## src/rtl/control_sequencer.sv

```systemverilog
// Microstep controller for the 8-bit SAP-2 datapath: fetch, decode and execute
// sequencing with combinational strobe decode from state, latched opcode and flag_zero.
module control_sequencer #(
  parameter int OPCODE_WIDTH = 4,
  parameter int STEP_WIDTH   = 3
) (
  input  logic                    clk,
  input  logic                    reset,
  input  logic [OPCODE_WIDTH-1:0] opcode,
  input  logic                    flag_zero,
  output logic                    pc_out_en,
  output logic                    pc_inc,
  output logic                    pc_load,
  output logic                    mar_load,
  output logic                    ram_out_en,
  output logic                    ram_we,
  output logic                    ir_load,
  output logic                    a_load,
  output logic                    a_out_en,
  output logic                    b_load,
  output logic                    alu_out_en,
  output logic                    alu_sub,
  output logic                    flags_load,
  output logic                    out_load,
  output logic                    instr_done,
  output logic                    halt,
  output logic                    illegal,
  output logic [STEP_WIDTH-1:0]   step
);

  localparam logic [OPCODE_WIDTH-1:0] OP_NOP = OPCODE_WIDTH'(4'h0);
  localparam logic [OPCODE_WIDTH-1:0] OP_LDA = OPCODE_WIDTH'(4'h1);
  localparam logic [OPCODE_WIDTH-1:0] OP_LDB = OPCODE_WIDTH'(4'h2);
  localparam logic [OPCODE_WIDTH-1:0] OP_ADD = OPCODE_WIDTH'(4'h3);
  localparam logic [OPCODE_WIDTH-1:0] OP_SUB = OPCODE_WIDTH'(4'h4);
  localparam logic [OPCODE_WIDTH-1:0] OP_STA = OPCODE_WIDTH'(4'h5);
  localparam logic [OPCODE_WIDTH-1:0] OP_LDI = OPCODE_WIDTH'(4'h6);
  localparam logic [OPCODE_WIDTH-1:0] OP_JMP = OPCODE_WIDTH'(4'h7);
  localparam logic [OPCODE_WIDTH-1:0] OP_JZ  = OPCODE_WIDTH'(4'h8);
  localparam logic [OPCODE_WIDTH-1:0] OP_OUT = OPCODE_WIDTH'(4'h9);
  localparam logic [OPCODE_WIDTH-1:0] OP_HLT = OPCODE_WIDTH'(4'hF);

  typedef enum logic [2:0] {
    S_T0, S_T1, S_T2, S_M0, S_M1, S_EX, S_HALT
  } state_t;

  state_t                  state;
  logic [OPCODE_WIDTH-1:0] op_q;
  logic [OPCODE_WIDTH-1:0] op_cur;
  logic                    is_mem2;
  logic                    is_mem1;
  logic                    is_alu;

  // During DECODE the latch is not yet loaded, so classify the live opcode.
  assign op_cur = (state == S_T2) ? opcode : op_q;

  always_comb begin
    is_mem2 = (op_cur == OP_LDA) || (op_cur == OP_LDB) || (op_cur == OP_STA);
    is_mem1 = (op_cur == OP_LDI) || (op_cur == OP_JMP) || (op_cur == OP_JZ);
    is_alu  = (op_cur == OP_ADD) || (op_cur == OP_SUB) || (op_cur == OP_OUT);
  end

  always_ff @(posedge clk) begin
    if (reset) begin
      state <= S_T0;
      op_q  <= '0;
    end else begin
      case (state)
        S_T0: state <= S_T1;
        S_T1: state <= S_T2;
        S_T2: begin
          op_q <= opcode;
          if (opcode == OP_NOP)          state <= S_T0;
          else if (is_mem2 || is_mem1)   state <= S_M0;
          else if (is_alu)               state <= S_EX;
          else                           state <= S_HALT;
        end
        S_M0:    state <= is_mem2 ? S_M1 : S_EX;
        S_M1:    state <= S_EX;
        S_EX:    state <= S_T0;
        default: state <= S_HALT;
      endcase
    end
  end

  always_comb begin
    pc_out_en  = 1'b0;
    pc_inc     = 1'b0;
    pc_load    = 1'b0;
    mar_load   = 1'b0;
    ram_out_en = 1'b0;
    ram_we     = 1'b0;
    ir_load    = 1'b0;
    a_load     = 1'b0;
    a_out_en   = 1'b0;
    b_load     = 1'b0;
    alu_out_en = 1'b0;
    alu_sub    = 1'b0;
    flags_load = 1'b0;
    out_load   = 1'b0;
    instr_done = 1'b0;
    halt       = 1'b0;
    illegal    = 1'b0;
    step       = '0;
    // Reset masks every strobe so an aborted instruction never leaks a write.
    if (!reset) begin
      case (state)
        S_T0: begin
          pc_out_en = 1'b1;
          mar_load  = 1'b1;
          step      = STEP_WIDTH'(0);
        end
        S_T1: begin
          ram_out_en = 1'b1;
          ir_load    = 1'b1;
          pc_inc     = 1'b1;
          step       = STEP_WIDTH'(1);
        end
        S_T2: begin
          instr_done = (opcode == OP_NOP) || (opcode == OP_HLT);
          step       = STEP_WIDTH'(2);
        end
        S_M0: begin
          pc_out_en = 1'b1;
          mar_load  = 1'b1;
          step      = STEP_WIDTH'(3);
        end
        S_M1: begin
          ram_out_en = 1'b1;
          mar_load   = 1'b1;
          pc_inc     = 1'b1;
          step       = STEP_WIDTH'(4);
        end
        S_EX: begin
          instr_done = 1'b1;
          step = is_mem2 ? STEP_WIDTH'(5) : (is_mem1 ? STEP_WIDTH'(4) : STEP_WIDTH'(3));
          case (op_q)
            OP_LDA: begin ram_out_en = 1'b1; a_load = 1'b1; end
            OP_LDB: begin ram_out_en = 1'b1; b_load = 1'b1; end
            OP_ADD: begin alu_out_en = 1'b1; a_load = 1'b1; flags_load = 1'b1; end
            OP_SUB: begin
              alu_out_en = 1'b1; alu_sub = 1'b1; a_load = 1'b1; flags_load = 1'b1;
            end
            OP_STA: begin a_out_en = 1'b1; ram_we = 1'b1; end
            OP_LDI: begin ram_out_en = 1'b1; a_load = 1'b1; pc_inc = 1'b1; end
            OP_JMP: begin ram_out_en = 1'b1; pc_load = 1'b1; end
            OP_JZ: begin
              ram_out_en = flag_zero;
              pc_load    = flag_zero;
              pc_inc     = !flag_zero;
            end
            OP_OUT:  begin a_out_en = 1'b1; out_load = 1'b1; end
            default: ;
          endcase
        end
        default: begin
          halt    = 1'b1;
          illegal = (op_q != OP_HLT);
          step    = STEP_WIDTH'(3);
        end
      endcase
    end
  end

endmodule

```

## config.mk

```make
export PLATFORM = sky130hd
export DESIGN_NAME = control_sequencer
export DESIGN_NICKNAME = d
export VERILOG_FILES = /design/src/rtl/control_sequencer.sv
export SDC_FILE = /design/constraint.sdc
export NUM_CORES = 1
export LEC_CHECK = 0
export CAP_MARGIN = 10
export CORE_UTILIZATION = 44
export DETAILED_ROUTE_END_ITERATION = 16
export GPL_TIMING_DRIVEN = 0
export MAX_ROUTING_LAYER = met4
export PLACE_DENSITY = 0.78
export SLEW_MARGIN = 10
export SYNTH_ARGS = -nofsm -noshare
export SYNTH_HDL_FRONTEND = slang
export SYNTH_SLANG_ARGS = --single-unit
```

## constraint.sdc

```tcl
create_clock -name clk -period 1.99 [get_ports clk]
set_input_delay 0.2985 -clock clk [delete_from_list [all_inputs] [get_ports clk]]
set_output_delay 0.2985 -clock clk [all_outputs]
set_load 0.005 [all_outputs]
```

==> results_tabular.tex, run 1 <==
\begin{tabular}{lr}
\hline
Metric & Value \\
\hline
\multicolumn{2}{l}{\textbf{Finish}} \\
Number of cells in the finished layout apart from fillers & 183 \\
Commonest cells after routing, fill and taps aside & sky130\_fd\_sc\_hd\_\_nand2\_1, sky130\_fd\_sc\_hd\_\_nor2\_1, sky130\_fd\_sc\_hd\_\_buf\_4, sky130\_fd\_sc\_hd\_\_a21oi\_1, sky130\_fd\_sc\_hd\_\_dlygate4sd2\_1 \\
Most common cell after layout, fill and taps aside & sky130\_fd\_sc\_hd\_\_nand2\_1 \\
Nets & 167 \\
Proportion of layout cells with a drive suffix above 1 & 0.352 \\
Layout overhead on the synthesized area & 66.9\% \\
Post-route standard cell area excluding fillers & 1320 µm² \\
Final Util & 0.827 \\
Number of inserted diodes & 0 \\
\multicolumn{2}{l}{\textbf{Global route}} \\
First-pass GRT wire length & 3.66 mm \\
Maximum number of pins on one net before global-route repair & 11 \\
Grt met3 use & 0.0163 \\
Overflow after GRT & 0 \\
Antenna violations before repair & 0 \\
All-layer global routing usage & 0.253 \\
Routing usage on met1 & 0.328 \\
Met2 track utilization from global routing & 0.412 \\
Number of global-route vias before repair & 860 \\
Most crowded layer after global routing & met2 \\
\multicolumn{2}{l}{\textbf{Setup path}} \\
Combined buffer and inverter count along the critical path & 2 \\
Critical path data required time & 1690 ps \\
Standard cell with the maximum stage delay on the critical path & sky130\_fd\_sc\_hd\_\_dfxtp\_4 \\
Largest driver fanout on the critical path & 4 \\
Stage delay of the slowest cell on the critical path & 360 ps \\
Critical path data arrival time & 1670 ps \\
Kind of critical path & reg2out \\
Kind of cell adding the most delay to the critical path & simple AND/OR/NAND/NOR gates \\
Kind of end point of the critical path & primary output \\
Chain of cells forming the critical path & nor2\_4 > nand3\_4 > buf\_4 > or2\_2 > nor2\_1 > dlygate4sd2\_1 \\
Nature of the critical path startpoint & register \\
\multicolumn{2}{l}{\textbf{Logic synthesis}} \\
Count of unique library cells instantiated by Yosys & 39 \\
Area fraction in compound gates after synthesis & 0.281 \\
XOR/XNOR share of the synthesized area & 0.0222 \\
Synth Area per Inst & 6.69 µm² \\
Flops \& latches, synth & 7 \\
Cell accounting for the most synthesized area & sky130\_fd\_sc\_hd\_\_dfxtp\_1 \\
Leading post-synthesis cells by cell area & sky130\_fd\_sc\_hd\_\_dfxtp\_1, sky130\_fd\_sc\_hd\_\_a21oi\_1, sky130\_fd\_sc\_hd\_\_nand2\_1 \\
Syn Nets & 125 \\
Post-synthesis share of cell area spent on full adders, half adders and majority gates & 0 \\
Portion of the post-synthesis area used by sequential elements & 0.177 \\
Count of yosys warnings during synthesis & 0 \\
Simple-gate share of the synthesized area & 0.429 \\
Largest family of logic cells by synthesized area & simple AND/OR/NAND/NOR gates \\
Multiplexer share of the synthesized area & 0 \\
Cell area after technology mapping & 790 µm² \\
Number of standard cells after synthesis & 118 \\
Area share of the largest cell type after synthesis & 0.177 \\
\multicolumn{2}{l}{\textbf{Drt}} \\
Drt pass-1 iters & 4 \\
Routed WL & 2.62 mm \\
Number of design-rule violations left by the first detailed-router iteration & 42 \\
DRT antenna net count & 0 \\
Average wire length per cell after detail routing & 14.3 µm \\
Final routed DRC violation total & 0 \\
Detail-routed via count per cell & 5.73 \\
Overall via count from detail\_route & 1,049 \\
\multicolumn{2}{l}{\textbf{STA}} \\
Hold\_ws & 438 ps \\
Final setup violating endpoints & 0 \\
Final worst setup slack & 23.5 ps \\
Minimum period implied by the final worst setup slack & 1970 ps \\
Highest Clock Rate & 509 MHz \\
Worst slew margin relative to its limit & 0.690 \\
Final worst path period share & 0.988 \\
Number of endpoints with negative hold slack in the final report & 0 \\
Final sum of negative setup slack & 0 ps \\
Skew final & 12.7 ps \\
Worst slew pin tran & 464 ps \\
Count of final max-slew check failures & 0 \\
\multicolumn{2}{l}{\textbf{Clock tree}} \\
Reg clk slew, reported paths & 70 ps \\
Inserted Clock Buffers & 3 \\
Hold\_buf cts & 0 \\
Maximum number of buffers from clock root to sink & 2 \\
Count of H-tree levels built during CTS & 1 \\
Clock tree root driver cell & sky130\_fd\_sc\_hd\_\_clkbuf\_4 \\
Clk sink count & 7 \\
Later-pin clock latency in the skew report & 250 ps \\
CTS tree & done \\
\multicolumn{2}{l}{\textbf{Die}} \\
Starting Density & 0.495 \\
X dimension of the die & 44.4 µm \\
IO Count & 27 \\
Std-Cell Core Area & 1590 µm² \\
Die height & 44.4 µm \\
Number of rows in the core area & 14 \\
Die ar. & 1970 µm² \\
\multicolumn{2}{l}{\textbf{Placed design}} \\
Weighted congestion reported at the end of routability-driven placement & 0.883 \\
\# port buffers & 25 \\
Post-Place Cells & 167 \\
Worst slack at placement & -680 ps \\
Half-perimeter wire length after detailed placement & 1.50 mm \\
Area of placed instances & 1070 µm² \\
\multicolumn{2}{l}{\textbf{Power}} \\
Power Dens Cells & 980 nW/µm² \\
Largest voltage drop on the vdd net & 0.996 mV \\
Total chip power & 1.29 mW \\
Static Leak & 0.561 nW \\
\multicolumn{2}{l}{\textbf{Worst hold path}} \\
Worst min-delay path class & in2reg \\
\multicolumn{2}{l}{\textbf{Flow run}} \\
Number of max-capacitance violations reported & 0 \\
\multicolumn{2}{l}{\textbf{Run status}} \\
Status & completed \\
\hline
\end{tabular}
-- per-layer routing --
layer,wire length (µm),up-vias
met3,177,4
li1,-,506
met5,0,-
met1,1100,483
met4,38,0
met2,1310,56
-- Yosys cell counts --
cell type and count:
sky130_fd_sc_hd__nand2_1 16, sky130_fd_sc_hd__a22oi_1 2, sky130_fd_sc_hd__o21a_1 3, sky130_fd_sc_hd__dfxtp_1 7
sky130_fd_sc_hd__a21oi_1 16, sky130_fd_sc_hd__nor3b_2 1, sky130_fd_sc_hd__and2_1 1, sky130_fd_sc_hd__nor3_1 2
sky130_fd_sc_hd__nor2b_1 5, sky130_fd_sc_hd__nand2b_1 5, sky130_fd_sc_hd__buf_2 3, sky130_fd_sc_hd__nor4b_1 1
sky130_fd_sc_hd__or3b_1 1, sky130_fd_sc_hd__or3_1 1, sky130_fd_sc_hd__inv_1 1, sky130_fd_sc_hd__nor4_1 1
sky130_fd_sc_hd__o21ba_2 1, sky130_fd_sc_hd__a211o_1 2, sky130_fd_sc_hd__xor2_1 1, sky130_fd_sc_hd__nand3b_1 4
sky130_fd_sc_hd__nor4b_2 1, sky130_fd_sc_hd__xnor2_1 1, sky130_fd_sc_hd__a31oi_1 4, sky130_fd_sc_hd__buf_6 2
sky130_fd_sc_hd__buf_4 2, sky130_fd_sc_hd__o21ai_0 3, sky130_fd_sc_hd__or2_2 2, sky130_fd_sc_hd__o31a_1 1
sky130_fd_sc_hd__and3_1 1, sky130_fd_sc_hd__or4b_1 1, sky130_fd_sc_hd__clkbuf_1 4, sky130_fd_sc_hd__a211oi_1 1
sky130_fd_sc_hd__nand4_1 2, sky130_fd_sc_hd__o21ai_1 1, sky130_fd_sc_hd__a21oi_2 1, sky130_fd_sc_hd__nand3_1 3
sky130_fd_sc_hd__nor2_1 12, sky130_fd_sc_hd__o22ai_1 1, sky130_fd_sc_hd__nor2_4 1
-- timing repair --
item / CTS / global route
setup buffers: 7 / 6
endpoints found under the setup margin: 19 / 11
resized for setup: 48 / 28
cloned: 0 / 0
pin swaps: 8 / 5
-- worst min-delay path, delay by kind of cell --
kind / cells / cell delay, ps
buffers and inverters: 1 / 170
AND/OR/NAND/NOR: 1 / 110
AO/OA/AOI/OAI: 1 / 60
-- layout make-up --
class / instances / area [µm²]
timing repair buffer: 38 / 349
inverter: 1 / 3.75
buffer: 10 / 87.6
sequential: 7 / 159
tap: 24 / 30.0
multi-input combinational: 99 / 662
clock buffer: 4 / 26.3
fill: 105 / 277
-- state kept, by name (all words and copies together) (netlist names) --
register	cells
op_q	4
state	3
-- cell families (layout without fill, tap and decap cells) --
logic type | count (synthesis) | count (layout)
DFF | 7 | 7
xor gates and xnor gates | 2 | 2
and+or+nand+nor | 61 | 61
buffers and inverters | 12 | 53
AOI/OAI and AO/OA | 36 | 36
-- final timing paths --
kind                                 from       end  slack (ps)  cells after the start
worst max-delay path             state[1]  out_load          20                      6
worst min-delay path            opcode[0]   op_q[0]         440                      3
worst max register to register    op_q[3]  state[2]         360                      8
worst min register to register    op_q[0]   op_q[0]         670                      3
-- power by group --
group	switching [mW]	total, mW	internal [mW]
logic	0.416	0.877	0.462
clock network	0.0581	0.135	0.0768
registers	0.0797	0.279	0.200
total	0.553	1.29	0.738
Note: power is estimated with default switching activity, not from simulation.
==> run 2, diff against run 1 <==
--- a/config.mk
+++ b/config.mk
@@ -11,6 +11,7 @@
 export GPL_TIMING_DRIVEN = 0
 export MAX_ROUTING_LAYER = met4
 export PLACE_DENSITY = 0.78
+export SETUP_SLACK_MARGIN = 0.3
 export SLEW_MARGIN = 10
 export SYNTH_ARGS = -nofsm -noshare
 export SYNTH_HDL_FRONTEND = slang
==> results_tabular.tex, run 2 (synthesis gave the netlist of run 1 again) <==
\begin{tabular}{lr}
\hline
Metric & Value \\
\hline
\multicolumn{2}{l}{\textbf{Run status}} \\
Status & completed \\
\multicolumn{2}{l}{\textbf{Finish}} \\
FF/Latch Area & 159 µm² (unchanged) \\
Commonest cells after routing, fill and taps aside & sky130\_fd\_sc\_hd\_\_buf\_4, sky130\_fd\_sc\_hd\_\_nand2\_1, sky130\_fd\_sc\_hd\_\_buf\_2, sky130\_fd\_sc\_hd\_\_buf\_6 \\
Layout overhead on the synthesized area & 74.3\% \\
Number of fillers in the final layout & 81 (-23\%) \\
Nets & 176 (+5.4\%) \\
Most common cell after layout, fill and taps aside & sky130\_fd\_sc\_hd\_\_buf\_4 \\
Number of inserted diodes & 0 (unchanged) \\
Number of cells in the finished layout apart from fillers & 192 (+4.9\%) \\
Largest registers ranked by flip-flop count & op\_q: 4 flops, state: 3 flops \\
Area of the multi-input gates & 691 µm² (+4.3\%) \\
Register with the most flip-flops & op\_q \\
Flip-flop count of the largest register, all copies and words added & 4 (unchanged) \\
Proportion of layout cells with a drive suffix above 1 & 0.488 (+0.136) \\
\multicolumn{2}{l}{\textbf{Power}} \\
Power share of the clock group & 0.101 (-0.003) \\
Seq pwr share & 0.191 (-0.025) \\
Switching share of power & 0.446 (+0.0173) \\
Largest voltage drop on the vdd net & 1.03 mV (+3.4\%) \\
Power Dens Cells & 1020 nW/µm² (+4.0\%) \\
Internal Power & 0.778 mW (+5.3\%) \\
Part of the power in combinational logic & 0.708 (+0.029) \\
Switching component of the power & 0.625 mW (+13\%) \\
Total chip power & 1.40 mW (+8.6\%) \\
Static Leak & 0.577 nW (+2.8\%) \\
\multicolumn{2}{l}{\textbf{Setup path}} \\
Largest driver fanout on the critical path & 3 (-1) \\
Combined buffer and inverter count along the critical path & 3 (+1) \\
Nature of the critical path startpoint & register \\
Critical path data required time & 1690 ps (about the same) \\
Setup crit end & b\_load \\
Worst Reg-to-Reg Cells & 8 (unchanged) \\
Kind of cell adding the most delay to the critical path & simple AND/OR/NAND/NOR gates \\
Logic depth of the worst path, buffers included & 7 (+1) \\
Endpoint of the lowest-slack register-to-register path & state[2] \\
Critical path data arrival time & 1630 ps (-40 ps) \\
Kind of critical path & reg2out \\
Reg-to-reg slack, setup & 390 ps (+30 ps) \\
Stage delay of the slowest cell on the critical path & 320 ps (-40 ps) \\
Cell mode on critical path & sky130\_fd\_sc\_hd\_\_buf\_6 \\
Critical path launch point & state[1] \\
Chain of cells forming the critical path & buf\_6 > nor2\_4 > nand3\_4 > or2\_4 > buf\_6 > nor4b\_2 > buf\_2 \\
Reg-to-Reg Start & op\_q[2] \\
Kind of end point of the critical path & primary output \\
Standard cell with the maximum stage delay on the critical path & sky130\_fd\_sc\_hd\_\_dfxtp\_2 \\
\multicolumn{2}{l}{\textbf{Die}} \\
IO Count & 27 (unchanged) \\
Die ar. & 1970 µm² (unchanged) \\
Number of rows in the core area & 14 (unchanged) \\
X dimension of the die & 44.4 µm (unchanged) \\
Die height & 44.4 µm (unchanged) \\
Starting Density & 0.495 (unchanged) \\
Std-Cell Core Area & 1590 µm² (unchanged) \\
\multicolumn{2}{l}{\textbf{Placed design}} \\
\# port buffers & 25 (unchanged) \\
Weighted congestion reported at the end of routability-driven placement & 0.883 (unchanged) \\
Worst slack at placement & -680 ps (unchanged) \\
Half-perimeter wire length after detailed placement & 1.50 mm (unchanged) \\
Post-Place Cells & 167 (unchanged) \\
\multicolumn{2}{l}{\textbf{Clock tree}} \\
Maximum number of buffers from clock root to sink & 2 (unchanged) \\
Hold\_buf cts & 0 (unchanged) \\
Count of H-tree levels built during CTS & 1 (unchanged) \\
Later-pin clock latency in the skew report & 260 ps (about the same) \\
Inserted Clock Buffers & 3 (unchanged) \\
Clock tree root driver cell & sky130\_fd\_sc\_hd\_\_clkbuf\_4 \\
Clk sink count & 7 (unchanged) \\
Reg clk slew, reported paths & 70 ps (about the same) \\
CTS tree & done \\
\multicolumn{2}{l}{\textbf{STA}} \\
Highest Clock Rate & 520 MHz (+2.2\%) \\
Number of endpoints with negative hold slack in the final report & 0 (unchanged) \\
Final worst path period share & 0.967 (-0.0213) \\
Minimum period implied by the final worst setup slack & 1920 ps (-42.3 ps) \\
Worst slew pin tran & 460 ps (-4.62 ps) \\
Final sum of negative setup slack & 0 ps (unchanged) \\
Worst slew margin relative to its limit & 0.694 (+0.00308) \\
Setup repair after global routing missed its margin & true \\
Final worst setup slack & 65.8 ps (+42.3 ps) \\
Count of final max-slew check failures & 0 (unchanged) \\
Skew final & 12.0 ps (-0.661 ps) \\
Final setup violating endpoints & 0 (unchanged) \\
\multicolumn{2}{l}{\textbf{Worst hold path}} \\
Worst min-delay path class & in2reg \\
\multicolumn{2}{l}{\textbf{Global route}} \\
Antenna violations before repair & 0 (unchanged) \\
Met2 track utilization from global routing & 0.574 (+0.162) \\
Most crowded layer after global routing & met2 \\
Overflow after GRT & 0 (unchanged) \\
Routing usage on met1 & 0.405 (+0.0771) \\
All-layer global routing usage & 0.334 (+0.0807) \\
First-pass GRT wire length & 4.72 mm (+29\%) \\
Maximum number of pins on one net before global-route repair & 11 (unchanged) \\
Grt met3 use & 0.0286 (+0.0122) \\
Number of global-route vias before repair & 1,012 (+18\%) \\
\multicolumn{2}{l}{\textbf{Drt}} \\
Overall via count from detail\_route & 1,127 (+7.4\%) \\
Detail-routed via count per cell & 5.87 (+2.4\%) \\
Number of design-rule violations left by the first detailed-router iteration & 84 (+100\%) \\
DRT antenna net count & 0 (unchanged) \\
Drt pass-1 iters & 4 (unchanged) \\
Routed WL & 3.08 mm (+17\%) \\
Average wire length per cell after detail routing & 16.0 µm (+12\%) \\
Final routed DRC violation total & 0 (unchanged) \\
\multicolumn{2}{l}{\textbf{Flow run}} \\
Number of max-capacitance violations reported & 0 (unchanged) \\
\hline
\end{tabular}
[run 2: per-layer routing]
layer / up-vias / routed length (µm)
met5: - / 0
met4: 0 / 44
met3: 6 / 252
met2: 80 / 1540
met1: 521 / 1250
li1: 520 / -
[run 2: power by group through the flow]
stage	clock network (mW)	registers (mW)	logic, mW
finish	0.142	0.268	0.993
global route	0.144	0.275	1.06
CTS	0.133	0.263	0.863
detailed placement	0	0.236	0.678
global placement	0	0.232	0.675
floorplan	0	0.222	0.466
[run 2: worst min-delay path by stage]
stage / cells past startpoint / end / startpoint
detailed placement: 3 / op_q[1] / state[2]
CTS: 3 / op_q[0] / opcode[0]
global placement: 3 / op_q[1] / state[2]
finish: 3 / op_q[0] / opcode[0]
global route: 3 / op_q[0] / opcode[0]
floorplan: 2 / op_q[3] / opcode[3]
[run 2: stage by stage]
step / hold slack (ps) / cell area, µm² / util
2_1_floorplan: 434 / 790 / -
3_3_place_gp: 601 / 1070 / 0.671
3_5_place_dp: 623 / 1070 / 0.671
4_1_cts: 420 / 1340 / 0.841
5_1_grt: 438 / 1380 / 0.863
6_report: 412 / 1380 / 0.863
[run 2: worst reg2reg max path: cells and delay by family (launching register included)]
kind	cells	cell delay (ps)
simple gates	1	220
flops	1	370
compound gates	3	350
buf+inv	4	550
[run 2: cell type report]
type	instances	share of cell area
multi-input combinational	99	0.502
buffer	11	0.0800
tap	24	0.0218
sequential	7	0.115
timing repair buffer	46	0.259
inverter	1	0.00273
clock buffer	4	0.0191
[run 2: what timing repair did]
item | CTS | global route
setup endpoints to repair | 20 | 18
pin swaps | 16 | 13
endpoints found under the hold margin | 0 | 0
resized for setup | 96 | 29
setup buffers | 17 | 4
